<file path="src/rtl/dht11_pkg.sv">
`default_nettype none
// ============================================================================
// Module   : dht11_pkg
// Brief    : Scheduler state encoding, register map and field bit positions.
// Revision : 1.0
// ============================================================================
package dht11_pkg;

   typedef enum logic [2:0] {
      ST_IDLE       = 3'd0,
      ST_GAP_WAIT   = 3'd1,
      ST_START      = 3'd2,
      ST_CAPTURE    = 3'd3,
      ST_CHECK      = 3'd4,
      ST_RETRY_WAIT = 3'd5
   } state_t;

   localparam logic [2:0] c_ADDR_CTRL   = 3'd0;
   localparam logic [2:0] c_ADDR_PERIOD = 3'd1;
   localparam logic [2:0] c_ADDR_STATUS = 3'd2;
   localparam logic [2:0] c_ADDR_DATA   = 3'd3;
   localparam logic [2:0] c_ADDR_ERRCNT = 3'd4;

   localparam int c_CTRL_ENABLE  = 0;
   localparam int c_CTRL_ONESHOT = 1;
   localparam int c_CTRL_IRQ_EN  = 2;

   localparam int c_STAT_VALID    = 0;
   localparam int c_STAT_BUSY     = 1;
   localparam int c_STAT_ERR_CSUM = 2;
   localparam int c_STAT_ERR_TMO  = 3;
   localparam int c_STAT_IRQ_PEND = 4;

   // Frame is {hum_int, hum_dec, temp_int, temp_dec, checksum}
   function automatic logic csum_ok(input logic [39:0] frame);
      logic [7:0] sum;
      sum = frame[39:32] + frame[31:24] + frame[23:16] + frame[15:8];
      return (sum == frame[7:0]);
   endfunction

endpackage
`default_nettype wire

</file>
<file path="src/rtl/dht11_interval_timer.sv">
`default_nettype none
// ============================================================================
// Module   : dht11_interval_timer
// Brief    : Saturating cycles-since-start counters with look-ahead reached flags.
// Revision : 1.0
// ============================================================================
module dht11_interval_timer #(
   parameter int unsigned MIN_GAP_CYC = 1000
) (
   input  logic        clk,
   input  logic        reset_n,
   input  logic        clear,
   input  logic [31:0] period_eff,
   output logic        gap_reached,
   output logic        period_reached
);

   localparam logic [31:0] c_GAP_LIM = (MIN_GAP_CYC > 0) ? 32'(MIN_GAP_CYC - 1) : 32'd0;

   logic [31:0] r_gap_cnt;
   logic [31:0] r_period_cnt;
   logic [32:0] w_period_ahead;

   // clear is issued in the cap_start cycle, so the following cycle is 1 cycle after it
   always_ff @(posedge clk or negedge reset_n) begin
      if (!reset_n) begin
         r_gap_cnt    <= '0;
         r_period_cnt <= '0;
      end else if (clear) begin
         r_gap_cnt    <= 32'd1;
         r_period_cnt <= 32'd1;
      end else begin
         if (r_gap_cnt != '1)
            r_gap_cnt <= r_gap_cnt + 32'd1;
         if (r_period_cnt != '1)
            r_period_cnt <= r_period_cnt + 32'd1;
      end
   end

   // Flags lead the START cycle: GAP_WAIT needs one cycle, IDLE->GAP_WAIT->START needs two
   assign w_period_ahead = {1'b0, r_period_cnt} + 33'd2;
   assign gap_reached    = (r_gap_cnt >= c_GAP_LIM);
   assign period_reached = (w_period_ahead >= {1'b0, period_eff});

endmodule
`default_nettype wire

</file>
<file path="src/rtl/dht11_sample_scheduler.sv">
`default_nettype none
// ============================================================================
// Module   : dht11_sample_scheduler
// Brief    : Avalon-MM DHT11 sampling scheduler with gap enforcement and retries.
// Revision : 1.0
// ============================================================================
module dht11_sample_scheduler #(
   parameter int unsigned CLK_HZ      = 50000000,
   parameter int unsigned MIN_GAP_CYC = CLK_HZ,
   parameter int unsigned MAX_RETRY   = 3
) (
   input  logic        clk,
   input  logic        reset_n,
   input  logic [2:0]  avs_address,
   input  logic        avs_write,
   input  logic        avs_read,
   input  logic [31:0] avs_writedata,
   output logic [31:0] avs_readdata,
   output logic        irq,
   output logic        cap_start,
   input  logic        cap_busy,
   input  logic        cap_done,
   input  logic        cap_timeout,
   input  logic [39:0] cap_frame
);
   import dht11_pkg::*;

   localparam logic [31:0]        c_MIN_GAP   = 32'(MIN_GAP_CYC);
   localparam int                 c_RETRY_W   = (MAX_RETRY < 2) ? 1 : $clog2(MAX_RETRY + 1);
   localparam logic [c_RETRY_W-1:0] c_RETRY_LIM = c_RETRY_W'(MAX_RETRY);

   state_t                r_state, w_state_nxt;
   logic                  r_enable, r_irq_en;
   logic [31:0]           r_period;
   logic                  r_valid, r_err_csum, r_err_tmo, r_irq_pend;
   logic [31:0]           r_data;
   logic [15:0]           r_cnt_csum, r_cnt_tmo;
   logic [39:0]           r_frame;
   logic                  r_last_tmo;
   logic [c_RETRY_W-1:0]  r_retry;

   logic        w_wr_ctrl, w_wr_period, w_wr_status, w_wr_errcnt, w_oneshot;
   logic [31:0] w_period_eff, w_ctrl_rd, w_status_rd;
   logic        w_gap_reached, w_period_reached;
   logic        w_tmr_clear, w_pass, w_csum_bad, w_cap_tmo, w_retry_again, w_give_up;
   logic        w_unused;

   assign w_wr_ctrl   = avs_write && (avs_address == c_ADDR_CTRL);
   assign w_wr_period = avs_write && (avs_address == c_ADDR_PERIOD);
   assign w_wr_status = avs_write && (avs_address == c_ADDR_STATUS);
   assign w_wr_errcnt = avs_write && (avs_address == c_ADDR_ERRCNT);
   assign w_oneshot   = w_wr_ctrl && avs_writedata[c_CTRL_ONESHOT];

   assign w_period_eff = (r_period < c_MIN_GAP) ? c_MIN_GAP : r_period;
   assign w_unused     = cap_busy;

   dht11_interval_timer #(
      .MIN_GAP_CYC (MIN_GAP_CYC)
   ) u_timer (
      .clk            (clk),
      .reset_n        (reset_n),
      .clear          (w_tmr_clear),
      .period_eff     (w_period_eff),
      .gap_reached    (w_gap_reached),
      .period_reached (w_period_reached)
   );

   always_ff @(posedge clk or negedge reset_n) begin
      if (!reset_n)
         r_state <= ST_IDLE;
      else
         r_state <= w_state_nxt;
   end

   always_comb begin
      w_state_nxt   = r_state;
      w_tmr_clear   = 1'b0;
      w_pass        = 1'b0;
      w_csum_bad    = 1'b0;
      w_cap_tmo     = 1'b0;
      w_retry_again = 1'b0;
      w_give_up     = 1'b0;
      case (r_state)
         ST_IDLE: begin
            if (w_oneshot || (r_enable && w_period_reached))
               w_state_nxt = ST_GAP_WAIT;
         end
         ST_GAP_WAIT: begin
            if (w_gap_reached)
               w_state_nxt = ST_START;
         end
         ST_START: begin
            w_tmr_clear = 1'b1;
            w_state_nxt = ST_CAPTURE;
         end
         ST_CAPTURE: begin
            if (cap_timeout) begin
               w_cap_tmo   = 1'b1;
               w_state_nxt = ST_RETRY_WAIT;
            end else if (cap_done) begin
               w_state_nxt = ST_CHECK;
            end
         end
         ST_CHECK: begin
            if (csum_ok(r_frame)) begin
               w_pass      = 1'b1;
               w_state_nxt = ST_IDLE;
            end else begin
               w_csum_bad  = 1'b1;
               w_state_nxt = ST_RETRY_WAIT;
            end
         end
         ST_RETRY_WAIT: begin
            if (r_retry < c_RETRY_LIM) begin
               w_retry_again = 1'b1;
               w_state_nxt   = ST_GAP_WAIT;
            end else begin
               w_give_up   = 1'b1;
               w_state_nxt = ST_IDLE;
            end
         end
         default: w_state_nxt = ST_IDLE;
      endcase
   end

   assign cap_start = (r_state == ST_START);
   assign irq       = r_irq_pend && r_irq_en;

   always_ff @(posedge clk or negedge reset_n) begin
      if (!reset_n) begin
         r_enable   <= 1'b0;
         r_irq_en   <= 1'b0;
         r_period   <= c_MIN_GAP;
         r_valid    <= 1'b0;
         r_err_csum <= 1'b0;
         r_err_tmo  <= 1'b0;
         r_irq_pend <= 1'b0;
         r_data     <= '0;
         r_cnt_csum <= '0;
         r_cnt_tmo  <= '0;
         r_frame    <= '0;
         r_last_tmo <= 1'b0;
         r_retry    <= '0;
      end else begin
         if (w_wr_ctrl) begin
            r_enable <= avs_writedata[c_CTRL_ENABLE];
            r_irq_en <= avs_writedata[c_CTRL_IRQ_EN];
         end
         if (w_wr_period)
            r_period <= avs_writedata;
         if ((r_state == ST_CAPTURE) && cap_done)
            r_frame <= cap_frame;

         if (w_cap_tmo)
            r_last_tmo <= 1'b1;
         else if (w_csum_bad)
            r_last_tmo <= 1'b0;

         if (w_pass) begin
            r_data     <= r_frame[39:8];
            r_valid    <= 1'b1;
            r_err_csum <= 1'b0;
            r_err_tmo  <= 1'b0;
         end else if (w_give_up) begin
            if (r_last_tmo)
               r_err_tmo <= 1'b1;
            else
               r_err_csum <= 1'b1;
         end

         if (w_pass || w_give_up)
            r_retry <= '0;
         else if (w_retry_again)
            r_retry <= r_retry + 1'b1;

         // Internal set takes priority over a same-cycle write-1-to-clear
         if (w_pass || w_give_up)
            r_irq_pend <= 1'b1;
         else if (w_wr_status && avs_writedata[c_STAT_IRQ_PEND])
            r_irq_pend <= 1'b0;

         if (w_wr_errcnt) begin
            r_cnt_csum <= '0;
            r_cnt_tmo  <= '0;
         end else if (r_state == ST_RETRY_WAIT) begin
            if (r_last_tmo) begin
               if (r_cnt_tmo != 16'hFFFF)
                  r_cnt_tmo <= r_cnt_tmo + 16'd1;
            end else begin
               if (r_cnt_csum != 16'hFFFF)
                  r_cnt_csum <= r_cnt_csum + 16'd1;
            end
         end
      end
   end

   always_comb begin
      w_ctrl_rd                  = '0;
      w_ctrl_rd[c_CTRL_ENABLE]   = r_enable;
      w_ctrl_rd[c_CTRL_IRQ_EN]   = r_irq_en;
      w_status_rd                  = '0;
      w_status_rd[c_STAT_VALID]    = r_valid;
      w_status_rd[c_STAT_BUSY]     = (r_state != ST_IDLE);
      w_status_rd[c_STAT_ERR_CSUM] = r_err_csum;
      w_status_rd[c_STAT_ERR_TMO]  = r_err_tmo;
      w_status_rd[c_STAT_IRQ_PEND] = r_irq_pend;
   end

   always_ff @(posedge clk or negedge reset_n) begin
      if (!reset_n) begin
         avs_readdata <= '0;
      end else if (avs_read) begin
         case (avs_address)
            c_ADDR_CTRL:   avs_readdata <= w_ctrl_rd;
            c_ADDR_PERIOD: avs_readdata <= r_period;
            c_ADDR_STATUS: avs_readdata <= w_status_rd;
            c_ADDR_DATA:   avs_readdata <= r_data;
            c_ADDR_ERRCNT: avs_readdata <= {r_cnt_csum, r_cnt_tmo};
            default:       avs_readdata <= '0;
         endcase
      end
   end

endmodule
`default_nettype wire

</file>
<file path="config.mk">
export PLATFORM = sky130hd
export DESIGN_NAME = dht11_sample_scheduler
export DESIGN_NICKNAME = d
export VERILOG_FILES = /design/src/rtl/dht11_pkg.sv /design/src/rtl/dht11_interval_timer.sv /design/src/rtl/dht11_sample_scheduler.sv
export SDC_FILE = /design/constraint.sdc
export NUM_CORES = 1
export LEC_CHECK = 0
export BUFFER_PORTS_ARGS = -buffer_cell sky130_fd_sc_hd__buf_2
export CAP_MARGIN = 20
export CORE_AREA = 2 2 240 195
export DETAILED_ROUTE_END_ITERATION = 12
export DIE_AREA = 0 0 242 197
export PLACE_DENSITY = 0.52
export SLEW_MARGIN = 25
export SYNTH_ARGS = -nofsm -noshare
export SYNTH_HDL_FRONTEND = slang
export SYNTH_SLANG_ARGS = --single-unit
</file>
<file path="constraint.sdc">
create_clock -name clk -period 3.7 [get_ports clk]
set_input_delay 0.185 -clock clk [delete_from_list [all_inputs] [get_ports clk]]
set_output_delay 0.185 -clock clk [all_outputs]
set_load 0.1 [all_outputs]
</file>
==> run summary <==
* finished, final reports clean — outcome
* sky130_fd_sc_hd__dfrtp_1 — library cell with the largest summed area after synthesis
* 114 — input/output buffers
* 97.1% — Tcrit/Tclk final
* 2.59% — routing usage on met3
* 1 — number of antenna violations at the first check in global routing
* 38,600 um — Detailed Route WL
* built — TritonCTS clock tree
* 0.57 ns — clock insertion delay at the later pin of the skew report
* 43.2% — fraction of post-synthesis cell area in the top cell type by area
* 47,700 um^2 — area of the die
* 28,400 um — half-perimeter wire length after detailed placement
* 1,296 — count of mapped cells out of synthesis
* 197 um — vertical die dimension
* 7.84 nW — leakage dissipation
* 17.8 um — average routed wire per standard cell
* 13,400 um^2 — Cell Area, Synth
* 596 uV — maximum ir drop on the vdd rail
* 244 — sink count of the clock tree
* 45,200 um^2 — core region area
* 3.59 ns — final critical-path required period
* 0 — yosys synthesis warning count
* met1 — busiest layer in global routing
* 116 — I/O Pins
* 3 — Clock Path Buffers
* 60,200 um — first-pass GRT wire length
* 0 — number of nets with antenna violations after detailed routing
* 36.9% — worst max-slew margin expressed relative to the limit
* 0 — grt ovf
* 1,677 — Final nets
* 0.943 ns — actual slew at the worst max-slew pin
* sky130_fd_sc_hd__clkbuf_16 — Root Driver
* 0 — final-report setup violation count
* 70 — count of standard-cell rows
* -0.0749 ns — worst slack at placement
* 16.1% — Tot GR Track Use
* 10,300 — via count of the first global-routing pass
* 26.7% — Area Overhead vs Synth
* 4 — number of optimization iterations in the first detailed-route pass
* 99 — largest net degree at the start of global routing
* sky130_fd_sc_hd__dfrtp_1 (43%), sky130_fd_sc_hd__mux2_2 (6.1%), sky130_fd_sc_hd__nor2_1 (4.4%) — cell types occupying the most area after synthesis
* 0 — Post-synth EDFFs
* 24.7% — fraction of layout instances using a drive strength above 1
* 0 — max-cap check violation count
* 0.855 — final weighted congestion in routability-driven placement
* 4.86 — via-per-instance ratio
* 0.11 ns — reg2reg setup slack
* 0 — number of DRC violations after detailed routing
* 244 — number of register bits inferred by synthesis
* flop — kind of capture point of the worst setup path
* sky130_fd_sc_hd__dfrtp_1 — most instantiated flip-flop cell in the synthesis netlist
* sky130_fd_sc_hd__dfrtp_1 (232), sky130_fd_sc_hd__nor2_1 (157), sky130_fd_sc_hd__nand2_1 (88) — top cells by instance count after synthesis
* 0 — number of endpoints with negative hold slack in the final report
* 0 — number of pins with negative max-slew slack in the final report
* 4.05 ns — endpoint arrival time on the critical path
* flop — Critical Path Source Type
* 45.6% — portion of the post-synthesis area used by sequential elements
* 10,500 — count of vias placed by the detailed router
* in2reg — worst min-delay path class
* 23.7% — global routing usage on met2
* 71 — Cell variety after synth
* reg2reg — class of the most critical setup path
* 0 ns — final sum of negative setup slack
* 0.06 ns — clock slew at the register clock pins of the worst setup and hold paths
* 1 — maximum level of the CTS H-tree
* 4.15 ns — required time reported for the critical path endpoint
* 29.7% — starting density of the core
* 667 nW/um^2 — power per unit of standard cell area
* 8 — maximum net fanout on the critical path
* 1,437 — Mapped Nets
* 242 um — Die X-Extent
* 100% — Synth async-reset ratio
* 0.00980 ns — final worst clock skew
* 0.278 GHz — highest clock frequency the design can meet
* 568 — iteration-0 DRC count of the detailed router
* 24.7% — met1 GRT Util
* true — unrepaired setup endpoints after global routing
* 10.4 um^2 — average cell area after synthesis
* 0.107 ns — worst-case setup margin in the final layout
* sky130_fd_sc_hd__dfrtp_1 — leading cell type by number of instances after synthesis
* 27 — CTS buffer count
==> worst paths after layout <==
| check | startpoint | end | cells past startpoint |
|---|---|---|---|
| max reg2reg | r_frame[25] | r_data[11] | 13 |
| min in group asynchronous | reset_n | u_timer.r_period_cnt[29] | 2 |
| max | r_frame[25] | r_data[11] | 13 |
| min reg2reg | r_valid | r_valid | 1 |
| min | avs_write | r_irq_pend | 4 |
| max in group asynchronous | reset_n | r_period[19] | 3 |
==> routing by layer <==
metal  vias to the layer above  wire (um)
li1                       5041          -
met1                      5227      19700
met2                       237      16300
met3                        38       1990
met4                         0        658
met5                         -          0
==> per-stage QoR <==
step	total power, mW	instance area [um^2]	std cells	hold WS [ns]	utilization [%]
6_report	11.3	17000	2170	0.0650	37.6
5_1_grt	12.1	17000	2169	0.0750	37.6
4_1_cts	11.1	16900	2163	0.0362	37.3
3_5_place_dp	8.02	15100	2037	0.305	33.4
3_3_place_gp	7.97	15100	2037	0.303	33.4
2_1_floorplan	6.75	13400	1296	-0.111	-
==> sequential cells by signal, indices dropped and copies added (netlist names) <==
name and cells:
avs_readdata 32, r_frame 40, r_irq_pend 1, r_period 32, r_cnt_tmo 16, r_retry 2
r_enable 1, r_irq_en 1, r_valid 1, u_timer.r_gap_cnt 32, r_last_tmo 1, r_err_csum 1
r_state 3, u_timer.r_period_cnt 32, r_cnt_csum 16, r_data 32, r_err_tmo 1
==> worst max-delay path, stage by stage (launching register included) <==
cell	delay, ns
sky130_fd_sc_hd__dfrtp_1	0.40
sky130_fd_sc_hd__fa_1	0.49
sky130_fd_sc_hd__fa_1	0.49
sky130_fd_sc_hd__ha_2	0.19
sky130_fd_sc_hd__inv_2	0.04
sky130_fd_sc_hd__fa_2	0.33
sky130_fd_sc_hd__nand3b_1	0.18
sky130_fd_sc_hd__nand2_2	0.13
sky130_fd_sc_hd__xnor2_2	0.12
sky130_fd_sc_hd__nand4_1	0.19
sky130_fd_sc_hd__nor3_4	0.21
sky130_fd_sc_hd__nand2_4	0.16
sky130_fd_sc_hd__clkbuf_16	0.24
sky130_fd_sc_hd__mux2_4	0.29
==> layout make-up <==
class / count / area, um^2
Antenna cell: 1 / 2.50
Clock buffer: 39 / 801
Clock inverter: 11 / 175
Fill cell: 4510 / 28200
Inverter: 52 / 195
Multi-Input combinational cell: 943 / 6940
Sequential cell: 244 / 6120
Tap cell: 612 / 766
Timing Repair Buffer: 268 / 2000
==> cells by family after synthesis <==
| group | after synthesis | share of synthesized area (%) |
|---|---|---|
| AO/OA/AOI/OAI | 181 | 8.16 |
| AND/OR/NAND/NOR | 444 | 16.8 |
| XOR/XNOR | 125 | 8.16 |
| adder cells (fa/ha/maj) | 59 | 6.28 |
| multiplexers | 134 | 11.7 |
| flip-flops | 244 | 45.6 |
| buffers and inverters | 109 | 3.34 |
==> timing repair <==
action | in CTS | in global routing
gates cloned | 0 | 2
endpoints found under the hold margin | 165 | 0
setup buffers | 0 | 4
hold buffers | 76 | 0
pin swaps | 0 | 11
setup endpoints to repair | 1 | 30
gates resized for setup | 2 | 13
==> cells in the final DEF, fill, tap and decap left out, types with 31 or more instances in the layout <==
cell type,instances
sky130_fd_sc_hd__nand2_1,86
sky130_fd_sc_hd__mux2i_1,34
sky130_fd_sc_hd__xnor2_1,58
sky130_fd_sc_hd__nor2_1,157
sky130_fd_sc_hd__inv_1,50
sky130_fd_sc_hd__nand4_1,37
sky130_fd_sc_hd__o22ai_1,32
sky130_fd_sc_hd__buf_4,73
sky130_fd_sc_hd__dfrtp_1,231
sky130_fd_sc_hd__o21ai_0,31
sky130_fd_sc_hd__buf_2,113
sky130_fd_sc_hd__xor2_1,65
sky130_fd_sc_hd__a21oi_1,70
sky130_fd_sc_hd__dlygate4sd3_1,76
sky130_fd_sc_hd__mux2_2,73
sky130_fd_sc_hd__nand3_1,47
sky130_fd_sc_hd__ha_1,44
==> report_power, final <==
group	total, mW	switching (mW)	internal (mW)	leakage (nW)
logic	4.62	2.44	2.18	4.15
clock network	2.96	1.17	1.79	0.477
registers	3.78	0.599	3.18	3.21
No activity file was read; power rests on OpenSTA's default activity.
